===== src/rtl/ctrl_pipe_unit.sv =====
// Pipelined control unit: decodes the ID instruction, carries the control bundle
// through ID/EX, EX/MEM and MEM/WB, and owns load-use/RAW stalls plus jump/branch flushes.
module ctrl_pipe_unit #(
  parameter int REG_AW       = 5,
  parameter int ALUOP_W      = 4,
  parameter int STALL_CYCLES = 1,
  parameter int ENABLE_FWD   = 1
) (
  input  logic               CLK,
  input  logic               CTRL_UNIT_RST,
  input  logic               id_valid,
  input  logic [5:0]         opcode,
  input  logic [5:0]         funct,
  input  logic [REG_AW-1:0]  rs,
  input  logic [REG_AW-1:0]  rt,
  input  logic [REG_AW-1:0]  rd,
  input  logic               branch_taken_ex,
  output logic               stall_if_id,
  output logic               flush_if_id,
  output logic               ex_valid,
  output logic [ALUOP_W-1:0] ex_alu_op,
  output logic               ex_src_a,
  output logic               ex_src_b,
  output logic               ex_branch,
  output logic               ex_mem_read,
  output logic               ex_reg_write,
  output logic [REG_AW-1:0]  ex_dest,
  output logic               ex_illegal,
  output logic               mem_valid,
  output logic               mem_read,
  output logic               mem_write,
  output logic               mem_to_reg,
  output logic               mem_reg_write,
  output logic [REG_AW-1:0]  mem_dest,
  output logic               wb_valid,
  output logic               wb_reg_write,
  output logic               wb_mem_to_reg,
  output logic               wb_jal,
  output logic [REG_AW-1:0]  wb_dest
);

  localparam int CNT_W = (STALL_CYCLES > 1) ? $clog2(STALL_CYCLES) : 1;

  typedef enum logic [3:0] {
    ALU_ADD = 4'd0, ALU_SUB = 4'd1, ALU_SRL = 4'd2, ALU_OR  = 4'd3, ALU_AND = 4'd4,
    ALU_NOR = 4'd5, ALU_SLT = 4'd6, ALU_XOR = 4'd7, ALU_SLL = 4'd8, ALU_SRA = 4'd9
  } aluCode_t;

  aluCode_t           decAlu;
  logic               decSrcA, decSrcB, decBranch, decMemRead, decMemWrite, decMemToReg;
  logic               decRegWrite, decJal, decJump, decIllegal, usesRs, usesRt;
  logic [REG_AW-1:0]  decDest;
  logic               regWriteEff, exMatch, memMatch, loadUse, rawHazard;
  logic               stall, flush, bubble;
  logic [CNT_W-1:0]   cnt, cntNext;
  logic               exMemWrite, exMemToReg, exJal, memJal;

  always_comb begin
    decAlu = ALU_ADD;
    decSrcA = 1'b0; decSrcB = 1'b0; decBranch = 1'b0; decMemRead = 1'b0;
    decMemWrite = 1'b0; decMemToReg = 1'b0; decRegWrite = 1'b0; decJal = 1'b0;
    decJump = 1'b0; decIllegal = 1'b0; usesRs = 1'b0; usesRt = 1'b0;
    decDest = '0;
    case (opcode)
      6'h00: begin
        usesRs = 1'b1; usesRt = 1'b1; decDest = rd; decRegWrite = 1'b1;
        case (funct)
          6'h20, 6'h21: decAlu = ALU_ADD;
          6'h22, 6'h23: decAlu = ALU_SUB;
          6'h24:        decAlu = ALU_AND;
          6'h25:        decAlu = ALU_OR;
          6'h26:        decAlu = ALU_XOR;
          6'h27:        decAlu = ALU_NOR;
          6'h2a, 6'h2b: decAlu = ALU_SLT;
          // Variable shifts (funct bit 2 set) read rs; immediate shifts do not.
          6'h00, 6'h04: begin decAlu = ALU_SLL; decSrcA = 1'b1; usesRs = funct[2]; end
          6'h02, 6'h06: begin decAlu = ALU_SRL; decSrcA = 1'b1; usesRs = funct[2]; end
          6'h03, 6'h07: begin decAlu = ALU_SRA; decSrcA = 1'b1; usesRs = funct[2]; end
          6'h08:        begin decRegWrite = 1'b0; decJump = 1'b1; end
          default: begin
            decIllegal = 1'b1; decRegWrite = 1'b0; decDest = '0;
            usesRs = 1'b0; usesRt = 1'b0;
          end
        endcase
      end
      6'h08, 6'h09: begin decSrcB = 1'b1; decRegWrite = 1'b1; decDest = rt; usesRs = 1'b1; end
      6'h23: begin
        decSrcB = 1'b1; decMemRead = 1'b1; decMemToReg = 1'b1;
        decRegWrite = 1'b1; decDest = rt; usesRs = 1'b1;
      end
      6'h2b: begin decSrcB = 1'b1; decMemWrite = 1'b1; usesRs = 1'b1; usesRt = 1'b1; end
      6'h04, 6'h05: begin decAlu = ALU_SUB; decBranch = 1'b1; usesRs = 1'b1; usesRt = 1'b1; end
      6'h0c: begin decAlu = ALU_AND; decSrcB = 1'b1; decRegWrite = 1'b1; decDest = rt; usesRs = 1'b1; end
      6'h0d: begin decAlu = ALU_OR;  decSrcB = 1'b1; decRegWrite = 1'b1; decDest = rt; usesRs = 1'b1; end
      6'h0e: begin decAlu = ALU_XOR; decSrcB = 1'b1; decRegWrite = 1'b1; decDest = rt; usesRs = 1'b1; end
      6'h0a: begin decAlu = ALU_SLT; decSrcB = 1'b1; decRegWrite = 1'b1; decDest = rt; usesRs = 1'b1; end
      6'h02: decJump = 1'b1;
      6'h03: begin decJump = 1'b1; decJal = 1'b1; decRegWrite = 1'b1; decDest = REG_AW'(31); end
      default: decIllegal = 1'b1;
    endcase
  end

  assign regWriteEff = decRegWrite && (decDest != '0);

  assign exMatch  = (usesRs && (rs != '0) && (rs == ex_dest))  || (usesRt && (rt != '0) && (rt == ex_dest));
  assign memMatch = (usesRs && (rs != '0) && (rs == mem_dest)) || (usesRt && (rt != '0) && (rt == mem_dest));
  assign loadUse  = id_valid && ex_valid && ex_mem_read && exMatch;
  assign rawHazard = (ENABLE_FWD == 0) && id_valid &&
                     ((ex_reg_write && exMatch) || (mem_reg_write && memMatch));

  // Taken branch outranks the stall counter, which outranks new hazards and jumps.
  always_comb begin
    stall = 1'b0;
    flush = 1'b0;
    bubble = 1'b1;
    cntNext = cnt;
    if (!CTRL_UNIT_RST) begin
      if (branch_taken_ex) begin
        flush = 1'b1;
        cntNext = '0;
      end else if (cnt != '0) begin
        stall = 1'b1;
        cntNext = cnt - 1'b1;
      end else if (loadUse) begin
        stall = 1'b1;
        cntNext = CNT_W'(STALL_CYCLES - 1);
      end else if (rawHazard) begin
        stall = 1'b1;
      end else begin
        bubble = !id_valid;
        flush = id_valid && decJump;
      end
    end
  end

  assign stall_if_id = stall;
  assign flush_if_id = flush;

  always_ff @(posedge CLK) begin
    if (CTRL_UNIT_RST || bubble) begin
      ex_valid <= 1'b0; ex_alu_op <= '0; ex_src_a <= 1'b0; ex_src_b <= 1'b0;
      ex_branch <= 1'b0; ex_mem_read <= 1'b0; ex_reg_write <= 1'b0; ex_dest <= '0;
      ex_illegal <= 1'b0; exMemWrite <= 1'b0; exMemToReg <= 1'b0; exJal <= 1'b0;
    end else begin
      ex_valid <= 1'b1; ex_alu_op <= ALUOP_W'(decAlu); ex_src_a <= decSrcA; ex_src_b <= decSrcB;
      ex_branch <= decBranch; ex_mem_read <= decMemRead; ex_reg_write <= regWriteEff;
      ex_dest <= decDest; ex_illegal <= decIllegal; exMemWrite <= decMemWrite;
      exMemToReg <= decMemToReg; exJal <= decJal;
    end
    cnt <= CTRL_UNIT_RST ? '0 : cntNext;
  end

  always_ff @(posedge CLK) begin
    if (CTRL_UNIT_RST) begin
      mem_valid <= 1'b0; mem_read <= 1'b0; mem_write <= 1'b0; mem_to_reg <= 1'b0;
      mem_reg_write <= 1'b0; mem_dest <= '0; memJal <= 1'b0;
      wb_valid <= 1'b0; wb_reg_write <= 1'b0; wb_mem_to_reg <= 1'b0; wb_jal <= 1'b0; wb_dest <= '0;
    end else begin
      mem_valid <= ex_valid; mem_read <= ex_mem_read; mem_write <= exMemWrite;
      mem_to_reg <= exMemToReg; mem_reg_write <= ex_reg_write; mem_dest <= ex_dest; memJal <= exJal;
      wb_valid <= mem_valid; wb_reg_write <= mem_reg_write; wb_mem_to_reg <= mem_to_reg;
      wb_jal <= memJal; wb_dest <= mem_dest;
    end
  end

endmodule

===== config.mk =====
export PLATFORM = sky130hd
export DESIGN_NAME = ctrl_pipe_unit
export DESIGN_NICKNAME = d
export VERILOG_FILES = /design/src/rtl/ctrl_pipe_unit.sv
export SDC_FILE = /design/constraint.sdc
export NUM_CORES = 1
export LEC_CHECK = 0
export BUFFER_PORTS_ARGS = -buffer_cell sky130_fd_sc_hd__buf_2
export CELL_PAD_IN_SITES_DETAIL_PLACEMENT = 0
export CELL_PAD_IN_SITES_GLOBAL_PLACEMENT = 1
export CORE_MARGIN = 2
export CORE_UTILIZATION = 39
export CTS_BUF_LIST = sky130_fd_sc_hd__clkbuf_4 sky130_fd_sc_hd__clkbuf_8
export CTS_CLUSTER_DIAMETER = 60
export DETAILED_ROUTE_END_ITERATION = 8
export PLACE_DENSITY_LB_ADDON = 0.2
export SYNTH_ARGS = -nofsm -noshare
export SYNTH_HDL_FRONTEND = slang
export SYNTH_SLANG_ARGS = --single-unit

===== constraint.sdc =====
create_clock -name CLK -period 5.6 [get_ports CLK]
set_clock_uncertainty 0.15 [all_clocks]
set_input_delay 0.84 -clock CLK [delete_from_list [all_inputs] [get_ports CLK]]
set_output_delay 0.84 -clock CLK [all_outputs]
set_load 0.02 [all_outputs]

==> impl_summary.txt <==
----------------------------------------------------
[Run status]
  Run status ... complete, no violations

[Yosys]
  Number of instances in the synthesized netlist ... roughly 210
  Number of enable flip-flop cells after synthesis ... 0
  Cell area after synthesis ... between 1500 and 2000 µm²
  Total number of yosys warnings ... 0
  Area share of the largest cell type after synthesis ... 0.4139
  Distinct cell type count after synthesis ... between 40 and 50
  Sequential element share of the synthesized area ... 0.4139
  Most common cell in the synthesized netlist ... dfxtp_1
  Cell accounting for the most synthesized area ... dfxtp_1
  Primary FF master, synth ... dfxtp_1
  Post-synthesis register bit count ... 38
  Commonest cells in the synthesized netlist ... 38 x dfxtp_1, 22 x nor2b_1, 14 x a21oi_1
  Average cell area after synthesis ... between 8 and 9 µm²
  Share of synthesized flip-flops with an asynchronous set or reset ... 0
  Cell types occupying the most area after synthesis ... dfxtp_1 41%, nor2b_1 7.5%, a21oi_1 3.8%
  Synthesized net count ... between 200 and 250

[Clock tree]
  Number of clock sinks ... 38
  Setup Fix Bufs, Post-CTS ... 0
  Total of cells resized after clock tree synthesis ... 0
  Deepest clock path buffer count ... 2
  H-Tree Level Count ... 2
  Clk slew on worst S/H paths ... ~80 ps
  Quantity of hold-fixing buffers added after cts ... 0
  TritonCTS clock tree ... done
  Number of buffers created by CTS ... 5
  Clock tree root driver cell ... clkbuf_8
  Clock network latency to the later pin of the worst-skew pair ... about 280 ps

[Floorplan]
  Starting density of the core ... 0.4136
  Placeable core area ... 4444 µm²
  Die height ... about 73 µm
  DIE AREA ... roughly 5300 µm²
  Count of pins on the block boundary ... a little under 70
  Number of core rows ... 24
  Horizontal extent of the die ... 72.65 µm

[Placement]
  Count of port buffers added during placement ... 67
  Instance count after placement with tap cells included ... about 320
  Placer's final routability congestion estimate ... between 0.8 and 0.9
  Half-perimeter wire length of the detailed placement result ... between 3000 and 4000 µm

[Power]
  Post-route total power ... ~0.00057 W
  Worst IR drop on VDD ... approximately 0.14 mV
  Leakage Power ... a little over 1 nW
  Total power divided by cell area ... 250.0 nW/µm²

[Routing]
  Via count normalized by instance count ... between 5 and 6
  Total routed wirelength ... ~4200 µm
  Post-DRT Antenna Nets ... 0
  Number of iterations in the first detailed-routing pass ... 4
  Drc violations ... 0
  Wire per inst ... approximately 13 µm
  Total number of vias ... 1,634
  Drt first-iter violations ... just over 100

[Timing]
  Post-layout minimum cycle time ... approximately 3800 ps
  RSZ-0062 raised after global routing ... false
  Final number of max-transition violations ... 0
  Final Hold Slack ... 287.9 ps
  Timing-limited maximum frequency ... about 260 MHz
  Actual transition at the worst max-transition pin ... approximately 690 ps
  Max_slew headroom ... 0.5344
  Tcrit/Tclk final ... 0.6762
  Setup violations, final ... 0
  Final Hold Violating Endpoints ... 0
  Total negative setup slack ... 0 ps

[Setup path]
  Worst setup path class ... primary input to output port
  Req. time, crit path ... 4610 ps
  Crit Path Max Fanout ... 12
  Element type at the critical path end ... output port
  Worst EP arrival ... between 2000 and 3000 ps
  CP startpoint kind ... primary input
  Start of the worst register-to-register path ... ex_dest[0]
  Critical Path Source ... opcode[5]

[Cells and area]
  Final Net Count ... approximately 300
  Final antenna diode count ... 0
  Final std cells w/o fill ... 324
  Share of post-route cells with drive strength above 1 ... 0.3162
  Registers with the most flip-flops ... ex_dest: 5 flops, mem_dest: 5 flops, wb_dest: 5 flops
  Fillers ... about 440
  Signed area change from the synthesized netlist to the final layout ... 24.23%
  Share of the core filled with cells ... 0.5138

[Global route]
  All-layer global routing usage ... 0.1649
  Overflow after GRT ... 0
  Pin count of the biggest net entering global routing ... 23
  First-pass GRT wire length ... about 6900 µm
  Vias in the first global route ... between 1k and 1.5k
  Initial antenna violation count ... 0

[Hold path]
  Worst hold start ... memJal
  Hold Crit Class ... flip-flop to flip-flop

[Flow run]
  Max-capacitance violation count ... 0

----------------------------------------------------
[per-layer routing]
layer  vias to the layer above  track usage  share of wire
li1                        859            -              -
met1                       719       0.2438           0.52
met2                        54       0.2424           0.42
met3                         2      0.03591          0.057
met4                         0      0.04321         0.0045
met5                         -            0              0
[metrics by stage]
step	area, µm²	worst slack [ps]
global placement	2170	1894
detailed placement	2170	1833
global route	2283	1608
floorplan	1838	2258
CTS	2283	1824
finish	2283	1813
[placed cells by master (no fill, tap or decap), drive strengths merged, types with 3 or more instances in the layout]
master and n:
xor2 8, inv 8, nand2 10, nor4 9, a21o 4, xnor2 4
a22oi 3, clkbuf 6, buf 67, a22o 3, nor3 10, nor2b 22
nand3 6, o21ai 10, a21oi 15, dfxtp 38, nand2b 4, nor2 13
o21a 3
[cell type report]
class	instances	area, µm²	share of cell area
multi-input cells	151	978.4	0.4285
flip-flops and latches	38	760.7	0.3332
repair buffers	67	335.3	0.1468
clock buffers	6	76.32	0.03342
well taps	52	65.06	0.02849
clock inverters	2	37.54	0.01644
inverters	8	30.03	0.01315
[where the power goes]
group	total, W	internal (W)	switching (W)
Clock	0.000232	0.000138	0.0000948
Combinational	0.0000664	0.0000260	0.0000403
Sequential	0.000272	0.000271	0.000000705
Total	0.000571	0.000435	0.000136
[worst max-delay path, cell delays in order]
cell       delay [ps]
buf_2             170
nor4_2            480
nand2_2           160
a211oi_4          420
o2111ai_2         240
o21ai_2           170
o22ai_1           130
buf_2             170
[cells by family after synthesis]
family,Yosys count,share of synthesized area
xor gates and xnor gates,12,0.05718
muxes,3,0.01702
DFF,38,0.4139
other,1,0.002040
buffers and inverters,22,0.05378
AOI/OAI and AO/OA,51,0.1988
and+or+nand+nor,84,0.2573
[worst paths after layout]
check	endpoint	slack [ps]	depth (start not counted)
setup / recovery	flush_if_id	1810	8
hold / removal	wb_jal	290	1
setup reg to reg	ex_illegal	3410	5
hold reg to reg	wb_jal	290	1
Power figures use the tool's default switching activity.
